<file path="src/rtl/fft_twiddle_stage.sv">
// Twiddle side of one radix-2 SDF FFT stage: ROM addressing plus rounded, saturating complex multiply.
// Fixed 3-cycle latency; no backpressure, so input gaps pass through as output gaps.
module fft_twiddle_stage #(
   parameter int DATA_WIDTH      = 16,
   parameter int TW_BIT_WIDTH    = 8,
   parameter int N_FFT           = 256,
   parameter int NO_STAGE        = 0,
   parameter int BANK_DEPTH      = N_FFT / (1 << (NO_STAGE + 1)),
   parameter int BANK_ADDR_WIDTH = (BANK_DEPTH > 1) ? $clog2(BANK_DEPTH) : 1
) (
   input  logic                              clk,
   input  logic                              rst_n,
   input  logic                              in_valid,
   input  logic                              in_sof,
   input  logic signed [DATA_WIDTH-1:0]      in_re,
   input  logic signed [DATA_WIDTH-1:0]      in_im,
   output logic                              tw_ren,
   output logic        [BANK_ADDR_WIDTH-1:0] tw_addr,
   input  logic signed [TW_BIT_WIDTH-1:0]    tw_re,
   input  logic signed [TW_BIT_WIDTH-1:0]    tw_im,
   output logic                              out_valid,
   output logic                              out_sof,
   output logic signed [DATA_WIDTH-1:0]      out_re,
   output logic signed [DATA_WIDTH-1:0]      out_im
);

   localparam int CW    = BANK_ADDR_WIDTH + 1;
   localparam int PW    = DATA_WIDTH + TW_BIT_WIDTH + 1;
   localparam int FRAC  = TW_BIT_WIDTH - 2;
   localparam int RND_I = 1 << (FRAC - 1);
   localparam logic [CW-1:0] LAST_IDX = CW'(2 * BANK_DEPTH - 1);
   localparam logic [CW-1:0] HALF_IDX = CW'(BANK_DEPTH);
   localparam logic signed [PW-1:0] MAX_V = PW'((1 << (DATA_WIDTH - 1)) - 1);
   localparam logic signed [PW-1:0] MIN_V = PW'(-(1 << (DATA_WIDTH - 1)));

   logic [CW-1:0] cnt_q, cnt_d, idx;
   logic          mul_now;

   logic                         v1_q, v1_d, sof1_q, sof1_d, mul1_q, mul1_d;
   logic signed [DATA_WIDTH-1:0] re1_q, re1_d, im1_q, im1_d;
   logic                         v2_q, v2_d, sof2_q, sof2_d;
   logic signed [PW-1:0]         p_re_q, p_re_d, p_im_q, p_im_d;
   logic                         out_valid_q, out_valid_d, out_sof_q, out_sof_d;
   logic signed [DATA_WIDTH-1:0] out_re_q, out_re_d, out_im_q, out_im_d;
   logic signed [PW-1:0]         ac, bd, ad, bc;

   function automatic logic signed [DATA_WIDTH-1:0] rnd_sat(input logic signed [PW-1:0] p);
      logic signed [PW-1:0] r;
      r = (p + PW'(RND_I)) >>> FRAC;
      if (r > MAX_V)      return MAX_V[DATA_WIDTH-1:0];
      else if (r < MIN_V) return MIN_V[DATA_WIDTH-1:0];
      else                return r[DATA_WIDTH-1:0];
   endfunction

   // A frame start realigns the block position regardless of where the counter stood.
   always_comb begin
      idx     = in_sof ? '0 : cnt_q;
      mul_now = (idx >= HALF_IDX);
      cnt_d   = cnt_q;
      if (in_valid) cnt_d = (idx == LAST_IDX) ? '0 : idx + 1'b1;
      tw_ren  = rst_n & in_valid & mul_now;
      tw_addr = '0;
      if (BANK_DEPTH > 1 && tw_ren) tw_addr = idx[BANK_ADDR_WIDTH-1:0];
   end

   always_comb begin
      v1_d   = in_valid;
      sof1_d = in_valid & in_sof;
      mul1_d = mul_now;
      re1_d  = in_re;
      im1_d  = in_im;

      ac = PW'(re1_q) * PW'(tw_re);
      bd = PW'(im1_q) * PW'(tw_im);
      ad = PW'(re1_q) * PW'(tw_im);
      bc = PW'(im1_q) * PW'(tw_re);
      v2_d   = v1_q;
      sof2_d = sof1_q;
      // Bypass samples are scaled by exactly 1.0 so the shared rounding stage returns them unchanged.
      if (mul1_q) begin
         p_re_d = ac - bd;
         p_im_d = ad + bc;
      end else begin
         p_re_d = PW'(re1_q) <<< FRAC;
         p_im_d = PW'(im1_q) <<< FRAC;
      end

      out_valid_d = v2_q;
      out_sof_d   = v2_q & sof2_q;
      out_re_d    = out_re_q;
      out_im_d    = out_im_q;
      if (v2_q) begin
         out_re_d = rnd_sat(p_re_q);
         out_im_d = rnd_sat(p_im_q);
      end
   end

   always_ff @(posedge clk) begin
      if (!rst_n) begin
         cnt_q       <= '0;
         v1_q        <= 1'b0;
         sof1_q      <= 1'b0;
         mul1_q      <= 1'b0;
         re1_q       <= '0;
         im1_q       <= '0;
         v2_q        <= 1'b0;
         sof2_q      <= 1'b0;
         p_re_q      <= '0;
         p_im_q      <= '0;
         out_valid_q <= 1'b0;
         out_sof_q   <= 1'b0;
         out_re_q    <= '0;
         out_im_q    <= '0;
      end else begin
         cnt_q       <= cnt_d;
         v1_q        <= v1_d;
         sof1_q      <= sof1_d;
         mul1_q      <= mul1_d;
         re1_q       <= re1_d;
         im1_q       <= im1_d;
         v2_q        <= v2_d;
         sof2_q      <= sof2_d;
         p_re_q      <= p_re_d;
         p_im_q      <= p_im_d;
         out_valid_q <= out_valid_d;
         out_sof_q   <= out_sof_d;
         out_re_q    <= out_re_d;
         out_im_q    <= out_im_d;
      end
   end

   assign out_valid = out_valid_q;
   assign out_sof   = out_sof_q;
   assign out_re    = out_re_q;
   assign out_im    = out_im_q;

endmodule

</file>
<file path="config.mk">
export PLATFORM = sky130hd
export DESIGN_NAME = fft_twiddle_stage
export DESIGN_NICKNAME = d
export VERILOG_FILES = /design/src/rtl/fft_twiddle_stage.sv
export SDC_FILE = /design/constraint.sdc
export NUM_CORES = 2
export LEC_CHECK = 0
export ABC_AREA = 0
export CAP_MARGIN = 15
export CORE_ASPECT_RATIO = 0.7
export CORE_MARGIN = 2
export CORE_UTILIZATION = 53
export DETAILED_ROUTE_END_ITERATION = 16
export PLACE_DENSITY_LB_ADDON = 0.08
export SYNTH_ARGS = -nofsm -noshare
export SYNTH_HDL_FRONTEND = slang
export SYNTH_SLANG_ARGS = --single-unit
</file>
<file path="constraint.sdc">
create_clock -name clk -period 24.7 [get_ports clk]
set_input_delay 7.41 -clock clk [delete_from_list [all_inputs] [get_ports clk]]
set_output_delay 7.41 -clock clk [all_outputs]
set_load 0.01 [all_outputs]
</file>
; Word level (Yosys, flattened, before mapping)
; Cells that the tools add are included.
; W data, S select, Z words.
[classes]
eq_ne = 1
n_reduce_logical = 1
n_bitwise = 4
muxes = 9
addsub = 5
n_mul = 4
magnitude_cmp = 5
[op_table]
columns = op, count
row1 = $mul A16 B8 Y24, 4
row2 = $mux W16, 4
row3 = $add A25 B7 Y25 const B, 2
row4 = $mux W25, 2
row5 = $gt A19 B16 Y1 const B, 2
row6 = $lt A19 B16 Y1 const B, 2
row7 = $add A24 B24 Y25, 1
row8 = $sub A24 B24 Y25, 1
row9 = $mux W8, 2
row10 = $add A8 B1 Y8 const B, 1
row11 = $eq A8 B8 Y1 const B, 1
row12 = $ge A8 B8 Y1 const B, 1
row13 = $mux W7, 1
row14 = $and A1 B1 Y1, 4
row15 = $reduce_and A2 Y1, 1
[word_totals]
regBits = 129
word_cells = 45
output_inout_bits = 42
in_bits = 52

; Longest topological paths before layout
[depth]
depth_word = 4
ltp_mapped = 23
mapped_depth_nobuf = 22

; Least setup slack after synthesis
; Ideal clock, no wire load.
[synth_path]
kind = input to output
start = input port in_valid
end = output port tw_addr[0]
path_slack_ns = 8.950
required_time_ns = 17.290
path_buffers = 2
stages = 5
t_arrival_ns = 8.340
path_cell_list = clkbuf_1 -> and2_1 -> and3b_1 -> clkbuf_1 -> and2_1
[synth_via]
elab_chain_cells = 3
[synth_rtl]
columns = item, line
row1 = from (decl), 13  ; input logic in_valid,
row2 = $and A1 B1 Y1 (2 in a row), 61  ; tw_ren = rst_n & in_valid & mul_now;
row3 = net tw_ren, 17  ; output logic tw_ren,
row4 = $mux W7, 63  ; if (BANK_DEPTH > 1 && tw_ren) tw_addr = idx[BANK_ADDR_WIDTH-1:0];
row5 = to (decl), 18  ; output logic [BANK_ADDR_WIDTH-1:0] tw_addr,
; The timed path passes the listed nets, and every way through them passes these cells.

; Worst setup path after layout
[layout_path]
start = input port in_valid
end = output port tw_addr[6]
[layout_via]
elab_chain_cells = 3
[layout_rtl]
columns = item, line
row1 = $and A1 B1 Y1 (2 in a row), 61
row2 = $mux W7, 63
; Every way passes these cells.

==> impl_metrics.json <==
{
  "outcome": "finished clean",
  "synth.avg_cell_area_um2": 9.14,
  "ys_types": 60,
  "cts_root_buf": "clkbuf_16",
  "layout.nets": 3238,
  "area_growth_pct": 9.36,
  "clockBufferDepth": 2,
  "fp.dieH_um": 178,
  "ys_seq_area_share_pct": 10.4,
  "die_x_um": 252,
  "initial_utilization_pct": 53.8,
  "grt_max_degree": 73,
  "fmax_mhz": 59.4,
  "cts_resized": 0,
  "worstMarginPinSlew_ns": 1.09,
  "fin_setup_tns_ns": 0,
  "power_leakage_nw": 11.8,
  "drv_cap": 0,
  "worstSkewPairLatency_ns": 0.42,
  "worst-path-max-fanout": 17,
  "most-common-layout-cells": "586 x inv_1, 501 x fa_1, 278 x and2_1, 275 x nand2_1, 148 x ha_1",
  "vias": 16500,
  "antenna_found_initial": 0,
  "setup_viol": 0,
  "firstDrtPassIters": 5,
  "min_period_ns": 16.84,
  "drt_iter0_markers": 932,
  "final_common_cell": "inv_1",
  "die_area_mm2": 0.0447,
  "slew_headroom_pct": 27.3,
  "post-route-drc-count": 0,
  "rsz0062_at_grt": "false",
  "crit_family": "buffers and inverters",
  "routedWlPerCell_um": 19.1,
  "final.period_utilization_pct": 68.2,
  "max-vdd-ir-drop_mv": 0.123,
  "synth_area_mm2": 0.0228,
  "numClockSinks": 119,
  "cp_num_buf_inv": 2,
  "ctsHoldBuffers": 0,
  "synth-seq-cells": 119,
  "cp_data_arrival_time_ns": 9.43,
  "ioPinCount": 94,
  "dpl.hpwl_um": 44300,
  "hp-class": "register to register",
  "dpl_cell_area_mm2": 0.0243,
  "synth_flop_cell": "dfxtp_1",
  "cts_tree": "built",
  "crit_slowest_cell": "clkdlybuf4s50_1",
  "critPathKind": "input pin to primary output",
  "slowest_delay_ns": 0.81,
  "final_util_pct": 58.8,
  "grt_pass1_wl_um": 97400,
  "path_cells": "clkdlybuf4s50_1 > and2_1 > and3b_1 > and2_1 > clkdlybuf4s50_1",
  "clock_skew_ns": 0.00724,
  "final_layout_size_suffix_gt1_share_pct": 3.53,
  "place_congestion": 0.855,
  "finalNonFillerCells": 3102,
  "via_per_inst": 5.31,
  "diodes": 0,
  "design_area_mm2": 0.0249,
  "path_clk_slew_ns": 0.06,
  "gr-total-overflow": 0,
  "maxSlewViolCount": 0,
  "coreArea_mm2": 0.0424,
  "grt_pass1_vias": 18000,
  "postCtsSetupRepairBufs": 0,
  "netlist_instances": 2495,
  "io_buffers": 93,
  "antenna_left": 0,
  "synth_warnings": 0,
  "row_count": 63,
  "drt_wl_total_um": 59100,
  "syn-num-nets": 3196,
  "gr-usage-all-layers_pct": 28.4,
  "place_inst": 3070,
  "cp-end-kind": "primary output",
  "numCtsBuffers": 17,
  "htree_levels": 4,
  "synth_edf_count": 0,
  "async_flop_share_pct": 0,
  "power_density_mw_per_mm2": 121,
  "hold_viol": 0,
  "cp.required_ns": 17.29,
  "cp-start-kind": "input pin"
}
[cell usage after synthesis (3+ instances only)]
master	instances	area share, %
and4_1	5	0.19
o21ai_1	3	0.066
xor2_1	30	1.2
nand2_1	275	4.5
ha_1	148	8.1
nand3_1	24	0.53
nand3b_1	5	0.16
nor3_1	10	0.22
nand4_1	10	0.27
and3b_1	3	0.12
fa_1	501	44
clkbuf_1	105	1.7
a21o_1	13	0.43
nor2b_1	25	0.69
nand2b_1	29	0.80
o31ai_1	5	0.16
o211a_1	4	0.18
nor2_1	82	1.3
a32o_1	3	0.13
and3_1	10	0.27
inv_1	586	9.6
o21ai_0	30	0.66
a211oi_1	18	0.59
o21a_1	7	0.23
or4_1	3	0.099
a31oi_1	4	0.11
and2_1	278	7.6
a21boi_0	5	0.16
dfxtp_1	119	10
a21oi_1	30	0.66
xnor2_1	49	1.9
or3_1	8	0.22
buf_2	3	0.066
mux2i_1	14	0.61
o211ai_1	19	0.63
[final cells by class]
cell class / instances / area (um^2)
fill: 3730 / 17500
inverter: 586 / 2200
sequential: 119 / 2380
timing repair buffer: 133 / 1210
multi-input combinational: 1680 / 17800
clock buffer: 18 / 439
clock inverter: 14 / 224
tap: 552 / 691
[cells by family (layout without fill, tap and decap cells)]
family,count (synthesis),in the layout,synth area share [%]
AO/OA/AOI/OAI,158,158,4.77
XOR/XNOR,79,79,3.03
adder cells (fa/ha/maj),650,650,52.1
buffers and inverters,696,751,11.5
flip-flops,119,119,10.4
multiplexers,15,15,0.664
AND/OR/NAND/NOR,778,778,17.5
[state kept, by name, summed over array words and instances (netlist names), 8 cells and up]
| signal | flops |
|---|---|
| out_im | 16 |
| p_im_q | 20 |
| p_re_q | 20 |
| im1_q | 16 |
| re1_q | 16 |
| cnt_q | 8 |
| out_re | 16 |
[metrics by stage]
| stage | worst slack [ns] | hold slack, ns | total power, mW |
|---|---|---|---|
| after floorplan | 8.95 | 0.412 | 2.04 |
| after global placement | 7.92 | 0.424 | 2.65 |
| after detailed placement | 7.89 | 0.423 | 2.70 |
| after CTS | 7.89 | 0.436 | 2.99 |
| after global routing | 7.73 | 0.469 | 3.35 |
| final | 7.86 | 0.436 | 3.01 |
[worst register-to-register path, stage by stage (launching register included)]
cell      delay (ns)
dfxtp_1         1.04
and2_1          0.28
fa_1            0.39
inv_1           0.07
fa_1            0.44
fa_1            0.51
inv_1           0.06
fa_1            0.49
fa_1            0.49
inv_1           0.05
fa_1            0.49
inv_1           0.05
ha_1            0.34
a21o_1          0.24
a21oi_1         0.27
nand3_1         0.17
o211ai_1        0.66
a211oi_2        0.19
o31ai_1         0.41
nand3_1         0.12
a32o_1          0.27
[power breakdown]
part	internal, mW	leakage [nW]	switching (mW)
Clock	0.183	0.321	0.0926
Combinational	1.04	10.5	1.48
Sequential	0.200	0.978	0.0109
[path summary, 6_finish.rpt]
path,from,end,slack [ns],cells past startpoint
worst max-delay path,in_valid,tw_addr[6],7.86,5
worst min-delay path,v1_q$_SDFF_PN0_,out_valid_d$_SDFF_PN0_,0.44,1
worst max register to register,re1_q[4]$_SDFF_PN0_,p_im_q[24]$_SDFF_PN0_,17.58,20
worst min register to register,v1_q$_SDFF_PN0_,out_valid_d$_SDFF_PN0_,0.44,1
[per-layer routing]
layer  track usage, %  wire, um  share of wire (%)
met1             38.6     26000                 44
met2             47.7     27700                 47
met3             4.19      3650                6.2
met4             8.53      1820                3.1
met5                0         0                  0
(Power assumes the default switching activity.)
